**config.mk**
```make
export PLATFORM = sky130hd
export DESIGN_NAME = pri_grant_ctrl8
export DESIGN_NICKNAME = d
export VERILOG_FILES = /design/src/rtl/pri_grant_ctrl8.sv
export SDC_FILE = /design/constraint.sdc
export NUM_CORES = 1
export LEC_CHECK = 0
export ABC_AREA = 1
export ABC_CLOCK_PERIOD_IN_PS = 2100
export BUFFER_PORTS_ARGS = -buffer_cell sky130_fd_sc_hd__buf_4
export CAP_MARGIN = 20
export CORE_MARGIN = 2
export CORE_UTILIZATION = 55
export DETAILED_ROUTE_END_ITERATION = 8
export MAX_ROUTING_LAYER = met4
export PLACE_DENSITY = 0.9
export SYNTH_ARGS = -nofsm -noshare
export SYNTH_HDL_FRONTEND = slang
export SYNTH_SLANG_ARGS = --single-unit
```
**constraint.sdc**
```tcl
create_clock -name iClk -period 2.1 [get_ports iClk]
set_input_delay 0.21 -clock iClk [delete_from_list [all_inputs] [get_ports iClk]]
set_output_delay 0.21 -clock iClk [all_outputs]
set_load 0.03 [all_outputs]
```
**src/rtl/pri_grant_ctrl8.sv**
```systemverilog
// Purpose : eight-channel priority grant controller; latches active-low requests,
//           grants the highest-numbered eligible channel (ch7 highest) until ack/timeout.
// Latency : request sampled at edge N -> grant registered at edge N+1; 2 dead cycles between grants.
// Backpr. : new grants are held off by iEI=1 or an active grant; pending requests stay latched.
//
// Ports:
//   iClk, iRst_n       clock, asynchronous active-low reset
//   iReq[7:0]          per-channel request, active-low
//   iEI                enable in, active-low (1 blocks new grants)
//   iMask[7:0]         per-channel exclusion, active-high
//   iAck               owner done pulse, active-high, honoured only while granted
//   oGnt[7:0]/oCode    one-hot grant and index of the granted channel
//   oValid             grant valid
//   oTimeout           one-cycle pulse on forced release
//   oEO                enable out, active-low: 0 when enabled, idle and nothing eligible
module pri_grant_ctrl8 #(
  parameter int TIMEOUT = 200,
  parameter int TO_W    = 8
) (
  input  logic       iClk,
  input  logic       iRst_n,
  input  logic [7:0] iReq,
  input  logic       iEI,
  input  logic [7:0] iMask,
  input  logic       iAck,
  output logic [7:0] oGnt,
  output logic [2:0] oCode,
  output logic       oValid,
  output logic       oTimeout,
  output logic       oEO
);

  typedef enum logic [1:0] {
    ST_IDLE    = 2'd0,
    ST_GRANT   = 2'd1,
    ST_RELEASE = 2'd2
  } state_t;

  localparam logic [TO_W-1:0] LP_CNT_LAST = TO_W'(TIMEOUT - 1);

  state_t          r_state;
  logic [7:0]      r_pend;
  logic [TO_W-1:0] r_cnt;

  logic [7:0]      w_elig;
  logic [2:0]      w_win;
  logic            w_rel;
  logic [7:0]      w_clr;

  assign w_elig = r_pend & ~iMask;

  // Ascending scan: the last eligible index seen is the highest, so ch7 wins.
  always_comb begin
    w_win = 3'd0;
    for (int k = 0; k < 8; k++) begin
      if (w_elig[k]) begin
        w_win = 3'(k);
      end
    end
  end

  // Release on ack or on the last counted cycle of the grant.
  assign w_rel = (r_state == ST_GRANT) && (iAck || (r_cnt == LP_CNT_LAST));
  assign w_clr = w_rel ? (8'd1 << oCode) : 8'd0;

  assign oEO = ~(~iEI && (r_state == ST_IDLE) && (w_elig == 8'd0));

  // Clear of the released channel dominates a request still held low in that cycle.
  always_ff @(posedge iClk or negedge iRst_n) begin
    if (!iRst_n) begin
      r_pend <= 8'd0;
    end else begin
      r_pend <= (r_pend | ~iReq) & ~w_clr;
    end
  end

  always_ff @(posedge iClk or negedge iRst_n) begin
    if (!iRst_n) begin
      r_state  <= ST_IDLE;
      r_cnt    <= '0;
      oGnt     <= 8'd0;
      oCode    <= 3'd0;
      oValid   <= 1'b0;
      oTimeout <= 1'b0;
    end else begin
      oTimeout <= 1'b0;
      case (r_state)
        ST_IDLE: begin
          if (!iEI && (w_elig != 8'd0)) begin
            r_state <= ST_GRANT;
            oCode   <= w_win;
            oGnt    <= 8'd1 << w_win;
            oValid  <= 1'b1;
            r_cnt   <= '0;
          end
        end
        ST_GRANT: begin
          r_cnt <= r_cnt + 1'b1;
          if (iAck) begin
            r_state <= ST_RELEASE;
            oGnt    <= 8'd0;
            oValid  <= 1'b0;
          end else if (r_cnt == LP_CNT_LAST) begin
            // Ack on the expiry cycle takes the branch above, so no pulse then.
            r_state  <= ST_RELEASE;
            oGnt     <= 8'd0;
            oValid   <= 1'b0;
            oTimeout <= 1'b1;
          end
        end
        ST_RELEASE: begin
          r_state <= ST_IDLE;
        end
        default: begin
          r_state <= ST_IDLE;
        end
      endcase
    end
  end

endmodule

```
---- After elaboration in Yosys (flattened, before gate mapping) ----
Cells that the tools add are included.
operators by class
  shift operators ......................... 2
  equality and inequality tests ........... 4
  multiplexer cells ....................... 25
  bitwise operators ....................... 8
  add/subtract/negate cells ............... 1
  reduce and logical (&&, ||, !) cells .... 14
operator list
  cell                                                                      count
  8-bit 2-to-1 mux                                                          5
  8-bit one-hot mux with 2 select lines                                     2
  8-bit inverter                                                            3
  8-bit bitwise AND                                                         2
  1-bit by 3-bit << shifter with 8-bit output (first input constant)        2
  3-bit 2-to-1 mux                                                          4
  2-bit 2-to-1 mux                                                          5
  8-bit by 1-bit adder with 8-bit output (second input constant)            1
  8-bit == test (second input constant)                                     1
  8-bit zero test                                                           1
  8-bit OR                                                                  1
  8-bit nonzero test                                                        1
  1-bit 2-to-1 mux                                                          7
  2-bit AND reduction                                                       3
  1-bit logical AND                                                         4
  2-bit one-hot mux with 2 select lines                                     1
  3-bit by 2-bit inequality test with 1-bit output (second input constant)  1
  3-bit AND reduction                                                       1
  2-bit by 1-bit == test with 1-bit output (second input constant)          1
  2-bit zero test                                                           1
  2-bit by 1-bit inequality test with 1-bit output (second input constant)  1
  1-bit inverter                                                            2
  1-bit one-hot mux with 2 select lines                                     1
  2-bit nonzero test                                                        1
  other kinds (2)                                                           2
storage, ports and cells
  output and inout port bits .............. 14
  register bits after elaboration ......... 31
  input port bits ......................... 20
  word-level logic and storage cells ...... 61

---- Longest topological paths before layout ----
Gate-level depths: netlist (run 1).
  depth after elaboration ................. 12
  mapped depth ............................ 10
  mapped depth without buffers ............ 10

---- Least setup slack after synthesis (run 1) ----
No wires, ideal clock.
  path kind ............................... reg2reg
  from .................................... register r_cnt[0]
  to ...................................... register oGnt[4]
  data arrival time ....................... 1281 ps
  slack ................................... 736 ps
  setup time .............................. 83 ps
  required time ........................... 2017 ps
  stages on the path, launching flop included .. 10
  cell sequence ........................... dfrtp_1 ha_1 nand2_1 clkinv_1 nand4_1 nand2_1 nand2_2 buf_6 nand3_1 o21ai_0
between the ends
  cells in the longest elaborated chain, start to end .. 3
RTL lines
  what                                                        RTL line  RTL
  from (decl)                                                 43        logic [TO_W-1:0] r_cnt;
  from (signal assigned)                                      98        r_cnt <= r_cnt + 1'b1;
  8-bit == test                                               103       end else if (r_cnt == LP_CNT_LAST) begin
  3-bit by 2-bit inequality test with 1-bit output (no line)  n/a
  3-bit AND reduction (no line)                               n/a
  to (signal assigned)                                        92        oGnt <= 8'd1 << w_win;
  to (decl)                                                   26        output logic [7:0] oGnt,
No other way between the ends.
A chain may end at the register's enable or synchronous reset.

---- Worst setup path in the final report (run 1) ----
  from .................................... register r_cnt[0]
  to ...................................... register oGnt[2]
The elaborated chain is that of the path after synthesis.

==> results of run 1 <==
[cell usage after synthesis (all sizes together)]
master / number / share of area [%]
nand2: 53 / 16
inv: 41 / 9.3
dfrtp: 31 / 47
nand3: 23 / 7.2
nor2: 13 / 4.1
o22ai: 9 / 6.0
o21ai: 7 / 2.1
a21oi: 6 / 1.8
nand4: 5 / 1.9
buf: 2 / 1.9
nor3: 2 / 1.3
clkinv: 1 / 0.23
ha: 1 / 0.75
o21bai: 1 / 0.45
o31ai: 1 / 0.45
[registers in the layout, indices dropped and copies added, names as in the netlist]
name,cells
oValid,1
oCode,3
oTimeout,1
r_state,2
oGnt,8
r_pend,8
r_cnt,8
[how the worst min path moves through the flow]
stage / to / cells after the start
after floorplan: oCode[0] / 0
after detailed placement: r_cnt[1] / 1
after CTS: oTimeout / 2
after global routing: oTimeout / 2
after global placement: r_cnt[1] / 1
final: oTimeout / 2
[layout by cell type, fill, tap and decap left out]
cell,netlist,final
nor2_1,11,11
nand4_1,5,5
nand2_1,40,40
o21ai_1,1,1
o31ai_1,1,1
clkbuf_8,0,2
nand3_1,22,22
clkinv_1,1,1
ha_1,1,1
a21oi_1,6,6
inv_1,39,39
nor3_1,1,1
nor2_2,1,1
nor3_4,1,1
o21bai_1,1,1
nand2_4,6,6
nand2_2,7,7
inv_2,2,2
clkbuf_1,0,1
dlygate4sd3_1,0,1
o22ai_1,2,2
clkbuf_4,0,5
nor2_8,1,1
o22ai_2,7,7
buf_4,0,33
dfrtp_1,31,31
o21ai_0,6,6
nand3_2,1,1
[timing repair]
action,4_1_cts,5_1_grt
resized for setup,0,0
setup buffers,0,0
endpoints found under the hold margin,31,0
setup endpoints to repair,0,0
hold buffers,1,0
[worst max-delay path: cells and delay by family, from the launching register on]
kind          cells  cell delay [ps]
buf+inv           2              210
simple gates      7              800
fa+ha+maj         1              230
flops             1              420
[routing by layer]
metal,global-route usage [%],vias to the layer above,routed length (um)
met1,23.93,628,1320
met3,5.275,3,185
li1,-,698,-
met4,9.091,0,30
met5,-,-,0
met2,37.30,30,1635
[logic make-up after synthesis]
| family | synth area share [%] |
|---|---|
| AND/OR/NAND/NOR | 30.24 |
| AO/OA/AOI/OAI | 10.86 |
| flip-flops | 46.76 |
| adder cells (fa/ha/maj) | 0.7540 |
| buffers and inverters | 11.39 |
[power groups by stage]
stage	registers (W)	clock network (W)	logic, W
after CTS	0.000902	0.000407	0.000985
after floorplan	0.00102	0	0.000629
after detailed placement	0.000913	0	0.000979
after global routing	0.000927	0.000433	0.00108
after global placement	0.000907	0	0.000958
final	0.000903	0.000394	0.000977
[through the flow]
step	total power, W	instances	area, um^2
after CTS	0.002294	267	1993
after global routing	0.002442	267	1993
after global placement	0.001865	258	1914
final	0.002274	267	1993
after detailed placement	0.001891	258	1914
after floorplan	0.001652	196	1659
[final cells by class]
cell class | instances | area (um^2)
clock buffer | 8 | 68.82
timing repair buffer | 34 | 257.7
multi-input combinational | 121 | 694.4
fill | 233 | 812.0
sequential | 31 | 775.7
tap | 31 | 38.79
inverter | 42 | 157.7
==> results_dict.tcl, run 1 <==
set metrics [dict create \
    dpl_worst_slack_ps 428.1 \
    grt_pass1_vias 1369 \
    insertion_delay_ps 330 \
    wl_per_cell_um 11.88 \
    finalNetCount 256 \
    whs_ps 59.70 \
    worstPathCellList "ha_1 -> nand2_1 -> clkinv_1 -> nand4_1 -> nand2_1 -> nand2_2 -> nand2_1 -> inv_2 -> nand2_1 -> nand2_1" \
    via_per_inst 5.090 \
    worst_slack_ps 408.3 \
    ios 34 \
    grt_max_degree 32 \
    crit_path_end_kind "flop" \
    fmax_mhz 591.1 \
    synthCells 196 \
    max_cap_violations 0 \
    gr-total-overflow 0 \
    io_buffers 33 \
    drive_above_1_share_pct 27.97 \
    cp.required_ps 2380 \
    initial_core_util_pct 59.14 \
    clkPwrFrac_pct 17.3 \
    drc_errors 4 \
    reg2reg_setup_slack_ps 410 \
    rows 19 \
    seq_area_frac_synth_pct 46.76 \
    drtIter0Drc 32 \
    hold_viol 0 \
    comb_power_share_pct 43.0 \
    cts_buffers 5 \
    slew_viol_final 0 \
    ys_seq_elements 31 \
    rr_worst_depth 10 \
    syn_nets 217 \
    cp-start-kind "flop" \
    dieWidth_um 58.92 \
    clock_sinks 31 \
    clockBufferDepth 2 \
    grt_setup_unrepaired "no" \
    dieArea_um2 3472 \
    critical_path_class "flop to flop" \
    share_seq_of_total_power_pct 39.7 \
    cts_tree "built" \
    skew_ps 14.51 \
    netlist_area_um2 1659 \
    hold_start "iAck" \
    endpoint "oGnt[2]" \
    cellLeakagePower_nw 1.060 \
    place_congestion 0.8666 \
    cts-htree-levels 2 \
    syn_avg_cell_area_um2 8.465 \
    setup_tns_ps 0 \
    swShare_pct 43.32 \
    globalRouteTotalUtil_pct 21.71 \
    violations "design-rule violations" \
    grt_pass1_wl_mm 5.492 \
    tightest_slew_ps 386.2 \
    final_antenna_net_count 0 \
    area_delta_synth_final_pct 20.14 \
    setup_viol 0 \
    yosys_warnings 0 \
    rr_startpoint "r_cnt[0]" \
    path_clk_slew_ps 100 \
    path_common_cell "nand2_1" \
    drt_pass1_iterations 7 \
    antenna_cells 0 \
    critical_path.max_fanout 12 \
    wl_mm 3.172 \
    place_hpwl_mm 2.441 \
    die_h_um 58.92 \
    coreArea_um2 2805 \
    crit_slowest_cell "dfrtp_1" \
    yosys.cell_types.count 25 \
    p_switching_w 0.0009852 \
    critPathMaxStageDelay_ps 420 \
    min_period_over_period_pct 80.56 \
    post-route-util_pct 71.05 \
    dr_total_vias 1359 \
    critPathLaunch "r_cnt[0]" \
    p_per_area_nw_per_um2 1141 \
    antenna_found_initial 0 \
    max_slew_margin_pct 74.25 \
    power.internal_w 0.001289 \
    period_minus_slack_ps 1692 \
    holdCritPathClass "input port to flop" \
    ir_drop_mv 0.7647 \
    arrival_ps 1970 \
    r2r-end "oGnt[2]" \
    status "complete, but fails checks" \
    clock-root-buffer "clkbuf_4" \
]
Power figures use the tool's default switching activity.
==> inputs of run 2 (changes only) <==
ABC_CLOCK_PERIOD_IN_PS = 1800   (was 2100)
CORE_UTILIZATION = 54   (was 55)
PLACE_DENSITY = 0.89   (was 0.9)
clock period = 1.8 ns   (was 2.1 ns; I/O delays follow)
==> run 2 against run 1 <==
The run now ends clean. Global-route usage is 0.28 points higher. Via count is 2.3% higher. Design area is 0.44% lower. Final cell count is 1.1% higher. First-iteration DRC count is 13% higher. Die area is 1.7% higher. Sequential cell count stayed put. Total power is 14% higher. Non-clock buffer count is 1 higher. Core utilization is 4.4 points lower. Combinational power is 19% higher. Worst setup slack worse by 160 ps. Largest cell class unchanged.
==> results_dict.tcl, run 2 (same netlist as run 1, synthesis figures left out) <==
set metrics [dict create \
    top_regs "oGnt: 8 flops, r_cnt: 8 flops, r_pend: 8 flops" \
    drc_errors 0 \
    via_per_inst 5.148 \
    skew_ps 10.29 \
    layout.cells.most_common "nand2_1" \
    share_seq_of_total_power_pct 40.6 \
    place_congestion 0.9018 \
    insertion_delay_ps 340 \
    finalNetCount 257 \
    antenna_cells 0 \
    fmax_mhz 644.7 \
    grt_pass1_vias 1340 \
    critPathMaxStageDelay_ps 410 \
    rows 20 \
    slew_viol_final 0 \
    final_antenna_net_count 0 \
    post_cts_buffers 0 \
    worstPathCellList "nand2_2 -> nand2_2 -> nor2_2 -> nand3_1 -> buf_4" \
    arrival_ps 1370 \
    die_h_um 59.43 \
    crit_slowest_cell "dfrtp_1" \
    dpl_worst_slack_ps 307.5 \
    clkPwrFrac_pct 14.7 \
    setup_tns_ps 0 \
    swShare_pct 44.39 \
    r2r-end "r_pend[0]" \
    wl_mm 3.123 \
    gr-total-overflow 0 \
    antenna_found_initial 0 \
    globalRouteTotalUtil_pct 22.00 \
    placed_area_um2 1924 \
    critPathLaunch "r_pend[2]" \
    reg2reg_setup_slack_ps 300 \
    dr_total_vias 1390 \
    grt_max_degree 32 \
    tightest_slew_ps 378.6 \
    power.internal_w 0.001440 \
    wl_per_cell_um 11.57 \
    dieWidth_um 59.43 \
    holdCritPathClass "input port to flop" \
    setup_viol 0 \
    path_common_cell "nand2_2" \
    hold_start "iAck" \
    place_hpwl_mm 2.373 \
    cp.required_ps 1620 \
    min_period_over_period_pct 86.18 \
    final_cell_mix "nand2_1 (40), inv_1 (39), buf_4 (34)" \
    coreArea_um2 2978 \
    comb_power_share_pct 44.7 \
    hold_viol 0 \
    p_switching_w 0.001150 \
    cts_buffers 5 \
    initial_core_util_pct 55.71 \
    rr_worst_depth 9 \
    cts-htree-levels 2 \
    status "finished clean" \
    path_clk_slew_ps 100 \
    area_delta_synth_final_pct 19.61 \
    drt_pass1_iterations 4 \
    critical_path.max_fanout 3 \
    cellLeakagePower_nw 1.055 \
    drive_above_1_share_pct 27.85 \
    grt_setup_unrepaired "no" \
    io_buffers 33 \
    clock_sinks 31 \
    max_cap_violations 0 \
    fillers 264 \
    max_slew_margin_pct 74.76 \
    drtIter0Drc 36 \
    rr_startpoint "r_cnt[0]" \
    cts_tree "built" \
    holdPathStages 2 \
    critical_path_class "flop to primary output" \
    clockBufferDepth 2 \
    ios 34 \
    placedCellCount 261 \
    worst_slack_ps 248.8 \
    fin_cells 270 \
    whs_ps 19.19 \
    cp-start-kind "flop" \
    endpoint "oEO" \
    p_per_area_nw_per_um2 1305 \
    crit_path_end_kind "primary output" \
    period_minus_slack_ps 1551 \
    final_area_um2 1984 \
    ir_drop_mv 0.9323 \
    grt_pass1_wl_mm 5.451 \
    clock-root-buffer "clkbuf_4" \
    dieArea_um2 3532 \
]
## run 2: cell count changes in the layout (fill, tap and decap cells not counted)
cell | previous run | this run
clkbuf_8 | 2 | 0
buf_4 | 33 | 34
clkbuf_1 | 1 | 2
clkinv_2 | 0 | 1
## run 2: power groups by stage
stage / clock [W] / sequential, W / combinational, W
after global placement: 0 / 0.00106 / 0.00114
after global routing: 0.000412 / 0.00108 / 0.00130
after CTS: 0.000394 / 0.00105 / 0.00117
final: 0.000381 / 0.00105 / 0.00116
after detailed placement: 0 / 0.00107 / 0.00116
after floorplan: 0 / 0.00119 / 0.000734
## run 2: worst max-delay path: cells and delay by family (launching register included)
family / cells / cell delay, ps
buffers and inverters: 1 / 180
DFF: 1 / 410
and+or+nand+nor: 4 / 440
## run 2: metal layers
metal	share of wire (%)	global-route usage (%)	routed length, um
met1	43	23.65	1358
met5	0	-	0
met3	5.9	8.734	184
met2	49	36.42	1538
met4	1.3	8.117	42
## run 2: area by class of cell
| cell class | instances | area, um^2 | share of cell area (%) |
|---|---|---|---|
| clock buffers | 7 | 45.04 | 2.270 |
| flip-flops and latches | 31 | 775.7 | 39.09 |
| multi-input cells | 121 | 694.4 | 34.99 |
| well taps | 33 | 41.29 | 2.081 |
| clock inverters | 1 | 5.005 | 0.2522 |
| repair buffers | 35 | 265.3 | 13.37 |
| inverters | 42 | 157.7 | 7.945 |
## run 2: timing repair
| action | CTS | global route |
|---|---|---|
| resized for setup | 0 | 0 |
| endpoints found under the hold margin | 31 | 0 |
| hold buffers | 1 | 0 |
## run 2: metrics by stage
stage | total power, W | util (%)
detailed placement | 0.002225 | 64.62
global route | 0.002791 | 66.64
global placement | 0.002193 | 64.62
CTS | 0.002613 | 66.64
finish | 0.002590 | 66.64
floorplan | 0.001928 | -
## run 2: worst min path at each step
| stage | endpoint |
|---|---|
| after detailed placement | r_pend[7] |
| after global routing | oTimeout |
| after floorplan | oCode[0] |
| after global placement | r_pend[7] |
| final | oTimeout |
| after CTS | oTimeout |
